File: src/rtl/clap_sequence_detector.sv
// rtl/clap_sequence_detector.sv - clap detector with holdoff and multi-clap sequence counter (optional CLAP_HYST_EN hysteresis)
module clap_sequence_detector #(
    parameter int AMP_W           = 9,
    parameter int CLAP_AMP_THR    = 16,
    parameter int CLAP_AMP_REL    = 8,
    parameter int CLAP_REPEAT_MIN = 300_000,
    parameter int SEQ_WINDOW      = 3_000_000,
    parameter int MAX_CLAPS       = 3
) (
    input  logic                             M_CLK,
    input  logic                             rst_n_i,
    input  logic [AMP_W-1:0]                 amplitude_i,
    input  logic                             en_i,
    output logic                             clap_pulse_o,
    output logic                             seq_valid_o,
    output logic [$clog2(MAX_CLAPS+1)-1:0]   seq_count_o,
    output logic                             busy_o
);

    localparam int CW = $clog2(MAX_CLAPS + 1);
    localparam int HW = $clog2(CLAP_REPEAT_MIN + 1);
    localparam int GW = $clog2(SEQ_WINDOW + 1);

    localparam logic [AMP_W-1:0] CENTER    = {1'b1, {(AMP_W-1){1'b0}}};
    localparam logic [AMP_W-1:0] THR       = AMP_W'(CLAP_AMP_THR);
    localparam logic [HW-1:0]    HOLD_MAX  = HW'(CLAP_REPEAT_MIN);
    localparam logic [GW-1:0]    GAP_MAX   = GW'(SEQ_WINDOW);
    localparam logic [CW-1:0]    COUNT_MAX = CW'(MAX_CLAPS);

    typedef enum logic {
        IDLE     = 1'b0,
        COUNTING = 1'b1
    } state_t;

    state_t           state;
    state_t           state_next;
    logic [AMP_W-1:0] offset;
    logic             on_clap;
    logic             on_clap_d;
    logic             candidate;
    logic             accepted;
    logic [HW-1:0]    holdoff;
    logic [CW-1:0]    count;
    logic [CW-1:0]    count_next;
    logic [GW-1:0]    gap;
    logic [GW-1:0]    gap_next;
    logic             report;

    // Distance of the sample from the zero level; fits AMP_W bits even for amplitude 0
    always_comb begin
        offset = '0;
        if (amplitude_i >= CENTER) begin
            offset = amplitude_i - CENTER;
        end else begin
            offset = CENTER - amplitude_i;
        end
    end

    // Registered loudness flag, with optional hysteresis between release and start levels
    always_ff @(posedge M_CLK) begin
        if (!rst_n_i) begin
            on_clap   <= 1'b0;
            on_clap_d <= 1'b0;
        end else begin
`ifdef CLAP_HYST_EN
            if (offset > THR) begin
                on_clap <= 1'b1;
            end else if (offset < AMP_W'(CLAP_AMP_REL)) begin
                on_clap <= 1'b0;
            end
`else
            on_clap <= (offset > THR);
`endif
            on_clap_d <= on_clap;
        end
    end

    assign candidate = on_clap && !on_clap_d;
    assign accepted  = candidate && en_i && (holdoff == HOLD_MAX);

    // Holdoff counter: restarts on each accepted clap, saturates so the next one is allowed; keeps running with en_i low
    always_ff @(posedge M_CLK) begin
        if (!rst_n_i) begin
            holdoff      <= HOLD_MAX;
            clap_pulse_o <= 1'b0;
        end else begin
            clap_pulse_o <= accepted;
            if (accepted) begin
                holdoff <= '0;
            end else if (holdoff != HOLD_MAX) begin
                holdoff <= holdoff + HW'(1);
            end
        end
    end

    // Sequence FSM next state: abort on disable, full count reports first, a clap beats window expiry
    always_comb begin
        state_next = state;
        count_next = count;
        gap_next   = gap;
        report     = 1'b0;
        case (state)
            IDLE: begin
                if (accepted) begin
                    state_next = COUNTING;
                    count_next = CW'(1);
                    gap_next   = '0;
                end
            end
            COUNTING: begin
                if (!en_i) begin
                    state_next = IDLE;
                    count_next = '0;
                    gap_next   = '0;
                end else if (count == COUNT_MAX) begin
                    report     = 1'b1;
                    state_next = IDLE;
                    count_next = '0;
                    gap_next   = '0;
                end else if (accepted) begin
                    count_next = count + CW'(1);
                    gap_next   = '0;
                end else if (gap == GAP_MAX) begin
                    report     = 1'b1;
                    state_next = IDLE;
                    count_next = '0;
                    gap_next   = '0;
                end else begin
                    gap_next = gap + GW'(1);
                end
            end
            default: begin
                state_next = IDLE;
                count_next = '0;
                gap_next   = '0;
            end
        endcase
    end

    // Sequence FSM registers and the held report outputs
    always_ff @(posedge M_CLK) begin
        if (!rst_n_i) begin
            state       <= IDLE;
            count       <= '0;
            gap         <= '0;
            seq_valid_o <= 1'b0;
            seq_count_o <= '0;
        end else begin
            state       <= state_next;
            count       <= count_next;
            gap         <= gap_next;
            seq_valid_o <= report;
            if (report) begin
                seq_count_o <= count;
            end
        end
    end

    assign busy_o = (state == COUNTING);

endmodule

File: config.mk
export PLATFORM = sky130hd
export DESIGN_NAME = clap_sequence_detector
export DESIGN_NICKNAME = d
export VERILOG_FILES = /design/src/rtl/clap_sequence_detector.sv
export SDC_FILE = /design/constraint.sdc
export NUM_CORES = 1
export LEC_CHECK = 0
export ABC_AREA = 0
export CORE_AREA = 2 2 72 74
export CTS_BUF_LIST = sky130_fd_sc_hd__clkbuf_4
export CTS_CLUSTER_SIZE = 16
export DETAILED_ROUTE_END_ITERATION = 10
export DIE_AREA = 0 0 74 76
export HOLD_SLACK_MARGIN = 0.08
export PLACE_DENSITY = 0.8
export REMOVE_ABC_BUFFERS = 1
export SYNTH_ARGS = -nofsm -noshare
export SYNTH_HDL_FRONTEND = slang
export SYNTH_SLANG_ARGS = --single-unit
export TNS_END_PERCENT = 50
File: constraint.sdc
create_clock -name M_CLK -period 5.69 [get_ports M_CLK]
set_input_delay 1.138 -clock M_CLK [delete_from_list [all_inputs] [get_ports M_CLK]]
set_output_delay 1.138 -clock M_CLK [all_outputs]
set_load 0.05 [all_outputs]
==> out/metrics.cfg, run 1 <==
[setup_path]
crit_fanout=14
cp-start-kind=input port
crit_type=input port to flip-flop
critPathSlowestCell=clkdlybuf4s50_1
end_kind=flip-flop
arrival_ns=3.35
worst_ep_required_time_ns=6.00
slowest_delay_ns=0.54
crit_chain=clkdlybuf4s50_1 -> inv_1 -> o21ai_0 -> o31a_1 -> nand3_1 -> nor3_1

[die]
core_area_sq_um=4910
fp.dieW_um=74
num_rows=26
start_util=0.532
pin_count=17
fp.dieH_um=76
die-area_sq_um=5620

[sta]
finClkSkew_ns=0.0239
fmax_ghz=0.330
hold_slack_ns=0.472
relSlewSlack=0.417
tightest_slew_ns=0.866
drv_slew=0
hold_viol=0
finalCriticalPeriod_ns=3.03
tns_ns=0
final.period_utilization=0.533
rsz0062_at_grt=no
finalSetupViolations=0

[placement]
place.gp.congestion=0.817
dp_hpwl_mm=4.02
dp_cells=385
portBuffers=16

[routing]
drtPass1Iterations=4
via_per_inst=6.05
wl_per_cell_um=14.5
wirelength_mm=5.71
via_count=2379
drtAntennaViolNets=0
drc=0
first_iter_violations=172

[yosys]
synthTopCellsByArea=dfxtp_1 (38%), nand3_1 (4.6%), nand4_1 (4.1%)
yosysSeqAreaShare=0.383
yosysMostFrequentCell=dfxtp_1
synth-seq-cells=50
ys_async_sr_fraction=0
synth.distinct_cells=47
synth_warnings=0
synth_flop_cell=dfxtp_1
synthesis.area_sq_um=2610
yosysTopAreaCell=dfxtp_1
syn_inst=312
synth_top_area_frac=0.383
avgSynthCellArea_sq_um=8.37
synthTopCellsByCount=dfxtp_1 (50), nand2_1 (27), nand3_1 (24)
synth_edf_count=0

[run]
timing.max_cap.violations=0

[clock_tree]
ctsHtreeMaxLevel=2
cts_num_sinks=50
clk_root_buffer_cell=clkbuf_4
cts_resized=0
holdBufCountCts=0
cts_tree=yes
clk_pin_slew_ns=0.16
cts_buffers=5
cts_setup_buffers=0
clk_latency_ns=0.38
cts_buffer_depth=2

[global_route]
antenna_found_initial=0
grt-ovfl-total=0
grt_pass1_vias=2150
grt_max_degree=36
grt_pass1_wl_mm=9.56
grtUsageTotal=0.212

[hold_path]
hp-class=flip-flop to flip-flop

[cells_and_area]
syn2layout_area_growth_pct=10.6
drive_above_1_share=0.0526
nets=339
final_cells=393
diodes=0

[outcome]
status=finished clean

[power_and_ir_drop]
vdd.ir_drop.worst_mv=0.172
power_density_nw_per_um2=287
leakagePower_nw=1.01

cell type report:
| type | instances | area [sq um] |
|---|---|---|
| fill | 461 | 2020 |
| clock buffer | 6 | 45.0 |
| timing repair buffer | 17 | 168 |
| sequential | 50 | 1000 |
| inverter | 15 | 56.3 |
| tap | 70 | 87.6 |
| multi-input combinational | 233 | 1490 |
| clock inverter | 2 | 37.5 |
path summary, 6_finish.rpt:
kind	to	from	depth (start not counted)	slack, ns
max	gap[3]$_SDFFE_PN0P_	en_i	6	2.66
min	seq_count_o[1]$_SDFFE_PN0P_	seq_count_o[1]$_SDFFE_PN0P_	2	0.47
max reg2reg	gap[3]$_SDFFE_PN0P_	holdoff[0]$_SDFFE_PP0N_	7	3.20
min reg2reg	seq_count_o[1]$_SDFFE_PN0P_	seq_count_o[1]$_SDFFE_PN0P_	2	0.47
placed cells by master (no fill, tap or decap), types with 7 or more instances in the layout:
| master | synthesis | final |
|---|---|---|
| o31ai_1 | 7 | 7 |
| nand3_1 | 24 | 24 |
| inv_1 | 15 | 15 |
| o21ai_0 | 8 | 8 |
| nand4_1 | 17 | 17 |
| mux2i_1 | 8 | 8 |
| nand2_1 | 27 | 27 |
| and3_1 | 10 | 10 |
| a21oi_1 | 18 | 18 |
| clkdlybuf4s50_1 | 0 | 16 |
| dfxtp_1 | 50 | 50 |
| and2_1 | 7 | 7 |
| nor2_1 | 22 | 22 |
kinds of logic (layout without fill, tap and decap cells):
logic type | after synthesis | in the layout | share of synthesized area
simple gates | 149 | 149 | 0.321
compound gates | 59 | 59 | 0.156
flops | 50 | 50 | 0.383
buf+inv | 29 | 40 | 0.0450
xor+xnor | 12 | 12 | 0.0402
mux | 8 | 8 | 0.0307
fa+ha+maj | 5 | 5 | 0.0239
power breakdown:
group / switching, W / total [W] / internal [W]
clock network: 0.000116 / 0.000214 / 0.0000976
logic: 0.000138 / 0.000212 / 0.0000745
registers: 0.0000283 / 0.000402 / 0.000374
metrics by stage:
| stage | instance area [sq um] | total power, W | worst slack (ns) | util |
|---|---|---|---|---|
| global route | 2890 | 0.000872 | 2.47 | 0.588 |
| floorplan | 2550 | 0.000558 | 3.26 | - |
| global placement | 2810 | 0.000613 | 2.36 | 0.571 |
| finish | 2890 | 0.000828 | 2.66 | 0.588 |
| CTS | 2890 | 0.000833 | 2.68 | 0.588 |
| detailed placement | 2810 | 0.000621 | 2.27 | 0.571 |
state kept, by name (all words and copies together), names as in the netlist:
name          cells
busy_o            1
seq_valid_o       1
gap              22
on_clap_d         1
holdoff          19
count             2
on_clap           1
seq_count_o       2
clap_pulse_o      1
per-layer routing:
metal	part of all wire	wire, um	track usage	vias up
li1	-	-	-	1172
met1	0.45	2590	0.280	1122
met2	0.48	2740	0.338	70
met3	0.048	276	0.0344	15
met4	0.018	105	0.0873	0
met5	0	0	0	-
worst max-delay path: cells and delay by family:
family,cells,cell delay [ns]
AND/OR/NAND/NOR,2,0.84
buffers and inverters,2,0.59
AO/OA/AOI/OAI,2,0.77
No activity file was read; power rests on OpenSTA's default activity.
==> inputs of run 2 (changes only) <==
==> constraint.sdc (replaced) <==
create_clock -name M_CLK -period 3.1 [get_ports M_CLK]
set_input_delay 0.62 -clock M_CLK [delete_from_list [all_inputs] [get_ports M_CLK]]
set_output_delay 0.62 -clock M_CLK [all_outputs]
set_load 0.05 [all_outputs]
==> out/metrics.cfg, run 2 (same netlist as run 1, synthesis figures left out) <==
[global_route]
met2_usage=0.343
grt_pass1_vias=2100
met3_usage=0.0410
grt_pass1_wl_mm=9.45
grt-ovfl-total=0
antenna_found_initial=0
grtUsageMet1=0.279
busiest_layer=met2
grt_max_degree=27
grtUsageTotal=0.210

[clock_tree]
cts_setup_buffers=0
cts_num_sinks=50
ctsHtreeMaxLevel=2
cts_buffer_depth=2
holdBufCountCts=0
cts_buffers=5
cts_tree=yes
clk_latency_ns=0.36
clk_pin_slew_ns=0.13
clk_root_buffer_cell=clkbuf_4
cts_resized=0

[routing]
via_per_inst=5.95
drc=0
via_count=2351
drtAntennaViolNets=0
first_iter_violations=193
drtPass1Iterations=4
wirelength_mm=5.49
wl_per_cell_um=13.9

[placement]
post-place-ws_ns=0.527
portBuffers=16
place.gp.congestion=0.866
dp_hpwl_mm=3.97

[die]
start_util=0.532
fp.dieH_um=76
fp.dieW_um=74
num_rows=26
core_area_sq_um=4910
pin_count=17
die-area_sq_um=5620

[setup_path]
worst_ep_required_time_ns=2.48
crit_fanout=9
crit_chain=clkdlybuf4s50_1
critPathSlowestCell=clkdlybuf4s50_1
crit_type=flip-flop to output port
path_delay_family=buffers and inverters
cp_num_buf_inv=1
cp-start-kind=flip-flop
end_kind=output port
slowest_delay_ns=0.86
arrival_ns=1.74

[sta]
finalSetupViolations=0
finalWorstSetupSlack_ns=0.745
finClkSkew_ns=0.00743
relSlewSlack=0.421
final.period_utilization=0.760
fmax_ghz=0.425
hold_slack_ns=0.468
tns_ns=0
hold_viol=0
finalCriticalPeriod_ns=2.36
tightest_slew_ns=0.860
drv_slew=0
rsz0062_at_grt=no

[cells_and_area]
nFillCells=452
syn2layout_area_growth_pct=11.9
diodes=0
regMostFlops=gap
final_util=0.595
regArea_sq_um=1000
largest_register_ffs=22
final_cell_mix=dfxtp_1 (50), nand2_1 (27), nand3_1 (24), nor2_1 (22), a21oi_1 (18)
reg.largest.list=gap (22), holdoff (19)
multi_input_area_sq_um=1490
layout.cells.most_common=dfxtp_1
nets=341
drive_above_1_share=0.0554

[outcome]
status=finished clean

[power_and_ir_drop]
power_density_nw_per_um2=541
vdd.ir_drop.worst_mv=0.338
total_power_w=0.00158
leakagePower_nw=1.03

[hold_path]
hp-class=flip-flop to flip-flop

[run]
timing.max_cap.violations=0

[run 2: cell type report]
type                       count  share of cell area
clock buffer                   5              0.0128
multi-input combinational    233               0.511
timing repair buffer          19              0.0625
sequential                    50               0.342
clock inverter                 3              0.0218
inverter                      15              0.0193
tap                           70              0.0300
[run 2: report_power, final]
| part | switching, W | internal [W] |
|---|---|---|
| clock network | 0.000203 | 0.000249 |
| logic | 0.000252 | 0.000141 |
| registers | 0.0000520 | 0.000686 |
| total | 0.000507 | 0.00108 |
[run 2: final timing paths]
path / from / to / slack [ns] / cells past startpoint
min reg2reg: seq_count_o[0]$_SDFFE_PN0P_ / seq_count_o[0]$_SDFFE_PN0P_ / 0.47 / 2
max reg2reg: holdoff[0]$_SDFFE_PP0N_ / seq_count_o[1]$_SDFFE_PN0P_ / 0.83 / 7
min: seq_count_o[0]$_SDFFE_PN0P_ / seq_count_o[0]$_SDFFE_PN0P_ / 0.47 / 2
max: busy_o$_SDFF_PN0_ / busy_o / 0.74 / 1
[run 2: layer usage]
layer,share of wire,vias to the layer above
met1,0.46,1099
met5,0,-
met4,0.012,0
met3,0.048,6
li1,-,1193
met2,0.48,53
[run 2: per-stage QoR]
stage / instance area [sq um] / instances
CTS: 2920 / 395
global route: 2920 / 395
floorplan: 2550 / 298
global placement: 2820 / 387
detailed placement: 2820 / 387
finish: 2920 / 395
[run 2: worst min-delay path, cell delays in order (launching register included)]
cell and delay (ns):
dfxtp_1 0.34, nand2_1 0.05, mux2i_1 0.05
==> inputs of run 3 (changes only) <==
--- a/config.mk
+++ b/config.mk
@@ -12,7 +12,7 @@
 export DETAILED_ROUTE_END_ITERATION = 10
 export DIE_AREA = 0 0 74 76
 export HOLD_SLACK_MARGIN = 0.08
-export PLACE_DENSITY = 0.8
+export PLACE_DENSITY = 0.83
 export REMOVE_ABC_BUFFERS = 1
 export SYNTH_ARGS = -nofsm -noshare
 export SYNTH_HDL_FRONTEND = slang
==> constraint.sdc (replaced) <==
create_clock -name M_CLK -period 2.05 [get_ports M_CLK]
set_input_delay 0.41 -clock M_CLK [delete_from_list [all_inputs] [get_ports M_CLK]]
set_output_delay 0.41 -clock M_CLK [all_outputs]
set_load 0.05 [all_outputs]
==> out/metrics.cfg, run 3 (same netlist as run 1, synthesis figures left out) <==
[die]
start_util=0.532
num_rows=26
die-area_sq_um=5620
pin_count=17
core_area_sq_um=4910
fp.dieH_um=76
fp.dieW_um=74

[setup_path]
cp-start-kind=flip-flop
worst_ep_required_time_ns=2.34
crit_fanout=7
end_kind=flip-flop
crit_type=flip-flop to flip-flop
arrival_ns=2.36

[global_route]
grt_pass1_vias=2365
antenna_found_initial=0
grt_max_degree=17
grtUsageTotal=0.223
grt-ovfl-total=0
grt_pass1_wl_mm=10.2

[routing]
wirelength_mm=6.32
drtPass1Iterations=4
drtAntennaViolNets=0
via_count=2543
via_per_inst=5.94
first_iter_violations=174
drc=0
wl_per_cell_um=14.8

[clock_tree]
clk_pin_slew_ns=0.15
clk_latency_ns=0.36
cts_num_sinks=50
clk_root_buffer_cell=clkbuf_4
cts_buffer_depth=2
cts_buffers=5
cts_tree=yes
ctsHtreeMaxLevel=2

[cells_and_area]
regMostFlops=gap
syn2layout_area_growth_pct=23.1
final_cell_mix=dfxtp_1 (47), buf_4 (33), nand2_1 (26), nand3_1 (24), nor2_1 (22)
nets=374
drive_above_1_share=0.190
reg.largest.list=gap (22), holdoff (19)
layout.cells.most_common=dfxtp_1
largest_register_ffs=22
diodes=0
nFillCells=391
final_cells=428
final_util=0.655

[sta]
tightest_slew_ns=0.491
finalWorstSetupSlack_ns=-0.0204
drv_slew=0
relSlewSlack=0.671
hold_viol=0
rsz0062_at_grt=yes
finClkSkew_ns=0.0151
final.period_utilization=1.01
fmax_ghz=0.483
finalCriticalPeriod_ns=2.07
finalSetupViolations=1

[power_and_ir_drop]
power_density_nw_per_um2=766
vdd.ir_drop.worst_mv=0.608
leakagePower_nw=1.20

[placement]
portBuffers=16
dp_hpwl_mm=4.52
place.gp.congestion=0.842
dp_cells=416

[run]
timing.max_cap.violations=0

[outcome]
violations=setup timing
status=finished with violations

[hold_path]
hp-class=flip-flop to flip-flop

-- run 3: cell types whose count changed in the layout (fill, tap and decap cells not counted), moves of 3 or more --
cell     before  now
a21oi_1      18   15
buf_4         3   33
dfxtp_2       0    3
or4_1         6    3
a21oi_2       1    4
or4_4         1    4
dfxtp_1      50   47
-- run 3: repair_timing --
action | in CTS | in global routing
endpoints found under the hold margin | 0 | 0
endpoints found under the setup margin | 13 | 18
gates resized for setup | 4 | 16
gates cloned | 0 | 1
pin swaps | 3 | 13
setup buffers | 0 | 3
hold buffers | 0 | 0
-- run 3: metal layers --
layer | vias up | track usage | part of all wire
met5 | - | 0 | 0
met4 | 0 | 0.0509 | 0.014
met3 | 13 | 0.0397 | 0.037
met2 | 53 | 0.380 | 0.52
met1 | 1228 | 0.289 | 0.43
li1 | 1249 | - | -
-- run 3: power by group --
part	switching [W]	internal, W	total (W)
Sequential	0.0000651	0.00104	0.00110
Combinational	0.000495	0.000410	0.000905
Clock	0.000307	0.000149	0.000456
-- run 3: path summary, 6_finish.rpt --
kind | slack (ns) | startpoint | end | cells after the start
worst max-delay path | -0.02 | holdoff[2]$_SDFFE_PP0N_ | gap[11]$_SDFFE_PN0P_ | 5
worst min-delay path | 0.48 | seq_count_o[1]$_SDFFE_PN0P_ | seq_count_o[1]$_SDFFE_PN0P_ | 2
worst max register to register | -0.02 | holdoff[2]$_SDFFE_PP0N_ | gap[11]$_SDFFE_PN0P_ | 5
worst min register to register | 0.48 | seq_count_o[1]$_SDFFE_PN0P_ | seq_count_o[1]$_SDFFE_PN0P_ | 2
-- run 3: through the flow --
step                      power, W  worst slack, ns  hold WS [ns]  setup TNS [ns]  area (sq um)
after detailed placement   0.00190           -0.142         0.461           -1.53          3050
after CTS                  0.00239         0.000314         0.480               0          3130
final                      0.00247          -0.0204         0.477         -0.0204          3220
after global routing       0.00262          -0.0587         0.501          -0.395          3220
after global placement     0.00188           -0.105         0.445          -0.763          3050
after floorplan            0.00155          -0.0104         0.452         -0.0153          2550
-- run 3: area by class of cell --
| cell class | count | area [sq um] | area share |
|---|---|---|---|
| sequential | 50 | 1000 | 0.312 |
| timing repair buffer | 51 | 440 | 0.137 |
| clock inverter | 2 | 13.8 | 0.00428 |
| tap | 70 | 87.6 | 0.0272 |
| clock buffer | 6 | 45.0 | 0.0140 |
| inverter | 15 | 56.3 | 0.0175 |
| multi-input combinational | 234 | 1570 | 0.488 |
-- run 3: worst max-delay path, stage by stage, from the launching register on --
cell	delay (ns)
dfxtp_2	0.35
or4_4	0.54
and3b_2	0.33
a21oi_4	0.11
or4_1	0.48
a21oi_1	0.20
